## config.mk

```make
export PLATFORM = sky130hd
export DESIGN_NAME = sqrt_check
export DESIGN_NICKNAME = d
export VERILOG_FILES = /design/src/rtl/sqrt_pkg.sv /design/src/rtl/sqrt_check_step.sv /design/src/rtl/sqrt_check.sv
export SDC_FILE = /design/constraint.sdc
export NUM_CORES = 1
export LEC_CHECK = 0
export ABC_AREA = 1
export BUFFER_PORTS_ARGS = -buffer_cell sky130_fd_sc_hd__buf_2
export CORE_ASPECT_RATIO = 1.4
export CORE_UTILIZATION = 50
export CTS_BUF_LIST = sky130_fd_sc_hd__clkbuf_8
export DETAILED_ROUTE_END_ITERATION = 7
export PLACE_DENSITY = 0.8
export SETUP_SLACK_MARGIN = 0.1
export SLEW_MARGIN = 20
export SYNTH_ARGS = -nofsm -noshare
export SYNTH_HDL_FRONTEND = slang
export SYNTH_SLANG_ARGS = --single-unit
```

## constraint.sdc

```tcl
create_clock -name clk_i -period 4.85 [get_ports clk_i]
set_clock_uncertainty 0.15 [all_clocks]
set_input_delay 1.2125 -clock clk_i [delete_from_list [all_inputs] [get_ports clk_i]]
set_output_delay 1.2125 -clock clk_i [all_outputs]
set_load 0.03 [all_outputs]
```

## src/rtl/sqrt_pkg.sv

```systemverilog
// Shared definitions for the sqrt unit family: FSM state encoding and the
// legal-parameter check used at elaboration.
package sqrt_pkg;

  typedef enum logic [1:0] {
    IDLE  = 2'b00,
    MUL   = 2'b01,
    CHECK = 2'b10
  } sqchk_state_t;

  // Digits per cycle must be a supported radix and must tile the operand.
  function automatic bit bpc_legal(input int width, input int bpc);
    return ((bpc == 1) || (bpc == 2) || (bpc == 4)) && ((width % bpc) == 0);
  endfunction

endpackage

```

## src/rtl/sqrt_check_step.sv

```systemverilog
// One shift-add step: multiplies the shifted multiplicand by a BPC-bit digit
// of the multiplier, producing a 2*WIDTH partial product.
module sqrt_check_step #(
  parameter int WIDTH = 32,
  parameter int BPC   = 1
) (
  input  logic [2*WIDTH-1:0] mcand,
  input  logic [BPC-1:0]     digit,
  output logic [2*WIDTH-1:0] pp
);

  // Sum of mcand shifted by each set digit bit; upper bits shifted out are
  // always zero because the digit only has bits where r does.
  always_comb begin
    pp = {(2*WIDTH){1'b0}};
    for (int i = 0; i < BPC; i++) begin
      if (digit[i]) begin
        pp = pp + (mcand << i);
      end else begin
        pp = pp;
      end
    end
  end

endmodule

```

## src/rtl/sqrt_check.sv

```systemverilog
// Multi-cycle squarer that verifies a candidate root: computes r*r by
// iterative shift-add and flags whether r == floor(sqrt(a)).
module sqrt_check
  import sqrt_pkg::*;
#(
  parameter int WIDTH = 32,
  parameter int BPC   = 1
) (
  input  logic               clk_i,
  input  logic               rst_ni,
  input  logic               start_i,
  input  logic [WIDTH-1:0]   a_i,
  input  logic [WIDTH-1:0]   r_i,
  output logic               valid_o,
  output logic               busy_o,
  output logic [2*WIDTH-1:0] square_o,
  output logic               ok_o
);

  localparam int W2 = 2 * WIDTH;

  if (!bpc_legal(WIDTH, BPC)) begin : g_bad_bpc
    $error("sqrt_check: BPC must be 1, 2 or 4 and divide WIDTH");
  end

  sqchk_state_t   state_r, state_s;
  logic [WIDTH-1:0] a_r, a_s;
  logic [WIDTH-1:0] r_r, r_s;
  logic [W2-1:0]    mcand_r, mcand_s;
  logic [WIDTH-1:0] mplier_r, mplier_s;
  logic [W2-1:0]    acc_r, acc_s;
  logic             ok_r, ok_s;
  logic             valid_r, valid_s;
  logic             busy_r, busy_s;

  logic [W2-1:0]    pp_s;
  logic [W2:0]      acc_ext_s;
  logic [W2:0]      a_ext_s;
  logic [W2:0]      upper_s;

  sqrt_check_step #(
    .WIDTH (WIDTH),
    .BPC   (BPC)
  ) u_step (
    .mcand (mcand_r),
    .digit (mplier_r[BPC-1:0]),
    .pp    (pp_s)
  );

  // Upper bound (r+1)^2 = acc + 2r + 1 needs one extra bit for r = 2^W-1.
  assign acc_ext_s = {1'b0, acc_r};
  assign a_ext_s   = {{(WIDTH+1){1'b0}}, a_r};
  assign upper_s   = acc_ext_s + {{WIDTH{1'b0}}, r_r, 1'b0} + {{W2{1'b0}}, 1'b1};

  // Next-state and datapath update.
  always_comb begin
    state_s  = state_r;
    a_s      = a_r;
    r_s      = r_r;
    mcand_s  = mcand_r;
    mplier_s = mplier_r;
    acc_s    = acc_r;
    ok_s     = ok_r;
    valid_s  = valid_r;
    case (state_r)
      IDLE: begin
        if (start_i) begin
          a_s      = a_i;
          r_s      = r_i;
          mcand_s  = {{WIDTH{1'b0}}, r_i};
          mplier_s = r_i;
          acc_s    = {W2{1'b0}};
          valid_s  = 1'b0;
          state_s  = MUL;
        end else begin
          state_s  = IDLE;
        end
      end
      MUL: begin
        if (mplier_r != {WIDTH{1'b0}}) begin
          acc_s    = acc_r + pp_s;
          mcand_s  = mcand_r << BPC;
          mplier_s = mplier_r >> BPC;
          state_s  = MUL;
        end else begin
          state_s  = CHECK;
        end
      end
      CHECK: begin
        ok_s    = (acc_ext_s <= a_ext_s) && (a_ext_s < upper_s);
        valid_s = 1'b1;
        state_s = IDLE;
      end
      default: begin
        state_s = IDLE;
      end
    endcase
    busy_s = (state_s != IDLE);
  end

  // State and datapath registers.
  always_ff @(posedge clk_i or negedge rst_ni) begin
    if (!rst_ni) begin
      state_r  <= IDLE;
      a_r      <= {WIDTH{1'b0}};
      r_r      <= {WIDTH{1'b0}};
      mcand_r  <= {W2{1'b0}};
      mplier_r <= {WIDTH{1'b0}};
      acc_r    <= {W2{1'b0}};
      ok_r     <= 1'b0;
      valid_r  <= 1'b0;
      busy_r   <= 1'b0;
    end else begin
      state_r  <= state_s;
      a_r      <= a_s;
      r_r      <= r_s;
      mcand_r  <= mcand_s;
      mplier_r <= mplier_s;
      acc_r    <= acc_s;
      ok_r     <= ok_s;
      valid_r  <= valid_s;
      busy_r   <= busy_s;
    end
  end

  assign valid_o  = valid_r;
  assign busy_o   = busy_r;
  assign square_o = acc_r;
  assign ok_o     = ok_r;

endmodule

```

After elaboration in Yosys (flattened, before gate mapping)
Index checks and enable logic that the tools add are counted.

Flip-flop bits (word level): 229. Input bits: 67. Output and inout port bits: 67. Logic and storage cells: 42.

Add/sub/neg operators: 3. Order comparisons: 2. Equal/unequal tests: 4. Muxes and demuxes: 15. Reduce and logical (&&, ||, !) cells: 9.

Operator list (number): two-way mux 64 bit (5); one-hot mux 64 bit (2 select lines) (2); adder 64 x 33 -> 65 bit (1); adder 65 x 1 -> 65 bit, second input constant (1); less-than comparator 32 x 65 -> 1 bit (1); adder 64 bit (1); less-or-equal comparator 64 x 32 -> 1 bit (1); two-way mux 32 bit (2); one-hot mux 32 bit (2 select lines) (1); nonzero test 32 bit (1); nonzero test 2 bit (3); inequality test 2 bit, second input constant (2); one-hot mux 2 bit (2 select lines) (1); AND reduction 2 bit (2); AND reduction 3 bit (1); == test 2 x 1 -> 1 bit, second input constant (1); == test 2 bit, second input constant (1); logical NOT 2 bit (1); two-way mux 1 bit (2); two-way mux 2 bit (1); one-hot mux 1 bit (2 select lines) (1); logical AND 1 bit (1).

Logic depth before layout (Yosys ltp)
Depth after elaboration: 4. Gate-level depth with buffers: 28. Gate-level depth less buffers: 28.

Modules after synthesis
From an unflattened synthesis, not the netlist that was laid out.

Cells, all modules: 2892. Area total of the unflattened synthesis: 18968.2 um2.

Modules (own cells, without submodules): sqrt_check (times used 1, cells each 2757, area each 18412.7 um2, seq. area each 5730.5 um2); sqrt_check_step (times used 1, cells each 135, area each 555.5 um2, seq. area each 0.0 um2).

Worst setup path before layout
OpenSTA, ideal clock, no wires.

Path kind: reg-to-reg. Start: register acc_r[1] (netlist: square_o[1]). End: register ok_r (netlist: ok_o). Setup time: 0.120 ns. Data arrival time: 2.904 ns. Required time: 4.580 ns. Setup slack: 1.675 ns. Cell stages (with the launch flop): 27. Path buffers: 0. Period minus slack after synthesis: 3.175 ns. Cell sequence: dfrtp_1 fa_1 nand3_1 nand3_1 nand2_1 nand2_1 nand2_1 nand2_1 xnor2_1 ha_1 nand2_1 nor2_1 nand2_1 inv_1 nand4_1 nand3_1 nand2_1 nand2_1 nand2_1 nand2_1 nand2_1 nand2_1 a21oi_1 nor2_1 nand2_1 nand2_1 nand2_1.

Cells in the longest elaborated chain, start to end: 4. Elaborated cells between the ends (all ways): 5. Classes of those cells: add/sub: 2; order compare: 2; reduce/logical: 1.

Ends and longest elaborated chain: start, declared (RTL line sqrt_check.sv:31) `logic [W2-1:0] acc_r, acc_s;`; start signal, assigned (RTL line sqrt_check.sv:109) `acc_r <= {W2{1'b0}};`; start signal, assigned (RTL line sqrt_check.sv:119) `acc_r <= acc_s;`; adder 64 x 33 -> 65 bit (RTL line sqrt_check.sv:53) `assign upper_s = acc_ext_s + {{WIDTH{1'b0}}, r_r, 1'b0} + {{W2{1'b0}}, 1'b1};`; adder 65 x 1 -> 65 bit (RTL line sqrt_check.sv:53); less-than comparator 32 x 65 -> 1 bit (RTL line sqrt_check.sv:90) `ok_s = (acc_ext_s <= a_ext_s) && (a_ext_s < upper_s);`; logical AND 1 bit (*) (RTL line sqrt_check.sv:90); end signal, assigned (RTL line sqrt_check.sv:120) `ok_r <= ok_s;`; end, declared (RTL line sqrt_check.sv:32) `logic ok_r, ok_s;`.

Every way passes the cells marked *; elsewhere a longest branch is shown, timed or not. A chain may end at the register's enable or synchronous reset.

Worst setup path in the final report
Start: register acc_r[0] (netlist: square_o[0]). End: register ok_r (netlist: ok_o).

Same word-level chain as after synthesis.

==> metrics.md <==
| Metric | Value |
|---|---|
| Top post-synthesis cells by count | `sky130_fd_sc_hd__nand2_1, sky130_fd_sc_hd__inv_1, sky130_fd_sc_hd__nor2_1` |
| Number of distinct library cell variants in the gate-level netlist after synthesis | `49` |
| Post-CTS setup repair buffer count | `0` |
| Multi-input gate area in the final layout | `0.0112 mm²` |
| Starting density of the core | `50.8%` |
| CTS tree | `built` |
| Diodes inserted | `0` |
| Source-to-sink clock delay at the later pin of the worst-skew pair | `0.63 ns` |
| Status | `finished, final reports clean` |
| Final setup violation count | `0` |
| Wire length of the first global-routing pass | `106000 µm` |
| Final Max Slew Viols | `0` |
| Top-area cell type share of the netlist area | `30.0%` |
| FF+latch area | `0.00573 mm²` |
| Crit-path max FO | `6` |
| Number of detailed-routing iterations run before antenna repair | `6` |
| Setup slack of the worst register-to-register path | `1.20 ns` |
| Share of synthesized registers carrying an async set or reset | `100%` |
| Total routing resource utilization after global routing | `35.9%` |
| DRT iter0 DRCs | `1627` |
| Period Utilization, post-route | `75.2%` |
| Number of vias per cell | `5.53` |
| HPWL after DPL | `55600 µm` |
| Overall overflow remaining after global route | `0` |
| Slew Limit Headroom | `24.2%` |
| Via Count | `19859` |
| Reg-to-Reg Start | `square_o[0]` |
| FP Rows | `84` |
| Floorplan core area | `0.0376 mm²` |
| Leading cell type by number of instances after synthesis | `sky130_fd_sc_hd__nand2_1` |
| Category of the most critical setup path | `reg -> reg` |
| Unrepaired setup endpoints after global routing | `false` |
| Post-route DRC | `0` |
| Fraction of layout instances using a drive strength above 1 | `8.47%` |
| Post-route ant nets | `0` |
| Proportion of synthesized chip area in sequential cells | `30.0%` |
| CTS buffer count | `40` |
| Routability congestion estimate | `1.08` |
| Sum of routed wire length over all layers | `69400 µm` |
| Top_reg_cell synth | `sky130_fd_sc_hd__dfrtp_1` |
| Largest voltage drop on the vdd net | `462 µV` |
| CTS clk-pin slew, worst paths | `0.07 ns` |
| Peak Freq | `0.274 GHz` |
| Endpoint arrival time on the critical path | `3.98 ns` |
| FF-to-FF path depth | `26` |
| Critical Path RT | `5.18 ns` |
| Worst setup path startpoint | `square_o[0]` |
| Number of flops mapped to enable cells by yosys | `0` |
| Capture instance of the worst register-to-register path | `ok_o` |
| Via count of the first global-routing pass | `19151` |
| Post-layout nets | `3315` |
| Maximum clock insertion buffer count | `3` |
| Leakage power | `11.7 nW` |
| Crit path time final | `3.65 ns` |
| Biggest area consumer among synthesized cells | `sky130_fd_sc_hd__dfrtp_1` |
| Filler cell count | `3816` |
| Average wire per standard cell | `19.3 µm` |
| Startpoint type of the worst setup path | `flip-flop` |
| Destination of the critical timing path | `ok_o` |
| Die Width | `167 µm` |
| Synthesized net count | `3181` |
| Sum of negative setup slack | `0 ns` |
| Number of I/O pins | `134` |
| Quantity of I/O buffers inserted on ports | `133` |
| Floorplan die area | `0.0390 mm²` |
| Endpoint type of the worst setup path | `flip-flop` |
| Max capacitance violation total | `0` |
| Min-Delay Path Class | `reg -> reg` |
| Root buffer selected by CTS | `sky130_fd_sc_hd__clkbuf_8` |
| Number of instances in the synthesized netlist | `2953` |
| Final hold violations | `0` |
| Hold path depth | `2` |
| Clock sink count | `229` |
| Utilization after layout | `56.4%` |
| Ys Warns | `0` |
| CTS Hold Bufs | `0` |
| Seq cells post-synth | `229` |
| Pwr dens | `764 mW/mm²` |
| Number of H-tree branching levels | `2` |
| Post-Synthesis Cell Area | `0.0191 mm²` |
| Cells resized by post-CTS repair | `0` |
| Worst Tran Pin Value | `1.13 ns` |
| Vertical die dimension | `233 µm` |
| Largest net degree at the start of global routing | `83` |
| Post-synthesis area per instance | `6.47 µm²` |
| Initial antenna violation count | `2` |
| Cell types with the largest area share after synthesis | `sky130_fd_sc_hd__dfrtp_1, sky130_fd_sc_hd__nand2_1, sky130_fd_sc_hd__ha_1, sky130_fd_sc_hd__inv_1, sky130_fd_sc_hd__nor2_1` |
| Area added between synthesis and finish | `11.2%` |
-- flip-flops by register name (all words and copies together), names as in the netlist --
name      cells
mplier_r     32
a_r          32
valid_o       1
mcand_r      64
busy_o        1
square_o     64
ok_o          1
state_r       2
r_r          32
-- worst min-delay path by stage --
stage	from	end	slack [ns]
floorplan	r_r[10]	r_r[10]	0.30
global placement	r_r[6]	r_r[6]	0.32
detailed placement	r_r[6]	r_r[6]	0.33
CTS	r_r[6]	r_r[6]	0.34
global route	r_r[6]	r_r[6]	0.36
finish	r_r[6]	r_r[6]	0.34
-- cell type report --
type | instances | area share, %
Multi-Input combinational cell | 2139 | 52.5
Sequential cell | 229 | 27.0
Inverter | 531 | 9.38
Timing Repair Buffer | 146 | 3.76
Clock buffer | 54 | 3.50
Tap cell | 473 | 2.79
Clock inverter | 18 | 1.07
-- metal layers --
layer | vias up | global-route usage [%] | wire, µm
li1 | 9717 | - | -
met4 | 0 | 33.7 | 7210
met2 | 840 | 60.8 | 32100
met1 | 9011 | 38.6 | 25300
met5 | - | 0 | 0
met3 | 291 | 5.32 | 4820
-- per-stage QoR --
stage / cell area (µm²) / worst slack [ns] / cells / hold slack (ns) / total power [mW]
6_report: 21200 / 1.20 / 3590 / 0.345 / 16.2
5_1_grt: 21200 / 0.818 / 3590 / 0.364 / 17.5
4_1_cts: 21200 / 1.20 / 3590 / 0.344 / 16.0
3_5_place_dp: 20300 / 1.24 / 3518 / 0.327 / 13.8
3_3_place_gp: 20300 / 1.23 / 3518 / 0.322 / 13.7
2_1_floorplan: 19100 / 1.68 / 2953 / 0.303 / 10.5
-- kinds of logic (layout without fill, tap and decap cells) --
logic type               Yosys count  after routing  share of synthesized area [%]
AO/OA/AOI/OAI                    473            473                           14.4
XOR/XNOR                          44             44                           2.02
adder cells (fa/ha/maj)          161            161                           10.6
buffers and inverters            585            749                           11.6
flip-flops                       229            229                           30.0
AND/OR/NAND/NOR                 1461           1461                           31.3
-- report_power, final --
part / switching [mW] / internal [mW]
clock: 0.946 / 1.23
combinational: 6.69 / 3.34
sequential: 1.29 / 2.72
-- cell usage in the layout (no fill, tap or decap), types with 11 or more instances in the layout --
master and n:
sky130_fd_sc_hd__xor2_1 18, sky130_fd_sc_hd__inv_1 527, sky130_fd_sc_hd__nand4_1 38, sky130_fd_sc_hd__clkbuf_8 54, sky130_fd_sc_hd__xnor2_1 26, sky130_fd_sc_hd__nor4_1 16, sky130_fd_sc_hd__nor2_2 15, sky130_fd_sc_hd__buf_2 132
sky130_fd_sc_hd__dfrtp_1 228, sky130_fd_sc_hd__a21o_1 13, sky130_fd_sc_hd__o21ai_0 152, sky130_fd_sc_hd__ha_1 159, sky130_fd_sc_hd__nand3_1 121, sky130_fd_sc_hd__nor3_1 22, sky130_fd_sc_hd__o221ai_1 32, sky130_fd_sc_hd__o21bai_1 16
sky130_fd_sc_hd__o22ai_1 45, sky130_fd_sc_hd__buf_4 11, sky130_fd_sc_hd__a31oi_1 11, sky130_fd_sc_hd__a21oi_1 152, sky130_fd_sc_hd__nand2_1 960, sky130_fd_sc_hd__nor2_1 258
-- critical path, cell delays in order, from the launching register on --
cell	delay, ns
sky130_fd_sc_hd__dfrtp_1	0.51
sky130_fd_sc_hd__fa_1	0.55
sky130_fd_sc_hd__nand3_1	0.10
sky130_fd_sc_hd__nand3_1	0.15
sky130_fd_sc_hd__nand2_1	0.10
sky130_fd_sc_hd__nand2_1	0.12
sky130_fd_sc_hd__nand2_1	0.09
sky130_fd_sc_hd__nand2_1	0.13
sky130_fd_sc_hd__xnor2_1	0.16
sky130_fd_sc_hd__ha_1	0.30
sky130_fd_sc_hd__nand2_1	0.06
sky130_fd_sc_hd__nor2_1	0.13
sky130_fd_sc_hd__nand2_1	0.07
sky130_fd_sc_hd__inv_1	0.08
sky130_fd_sc_hd__nand4_1	0.08
sky130_fd_sc_hd__nand3_1	0.11
sky130_fd_sc_hd__nand2_1	0.06
sky130_fd_sc_hd__nand2_1	0.06
sky130_fd_sc_hd__nand2_1	0.04
sky130_fd_sc_hd__nand2_1	0.05
sky130_fd_sc_hd__nand2_1	0.04
sky130_fd_sc_hd__nand2_1	0.05
sky130_fd_sc_hd__a21oi_1	0.05
sky130_fd_sc_hd__nor2_1	0.10
sky130_fd_sc_hd__nand2_1	0.06
sky130_fd_sc_hd__nand2_1	0.06
sky130_fd_sc_hd__nand2_1	0.05
Note: power is estimated with default switching activity, not from simulation.
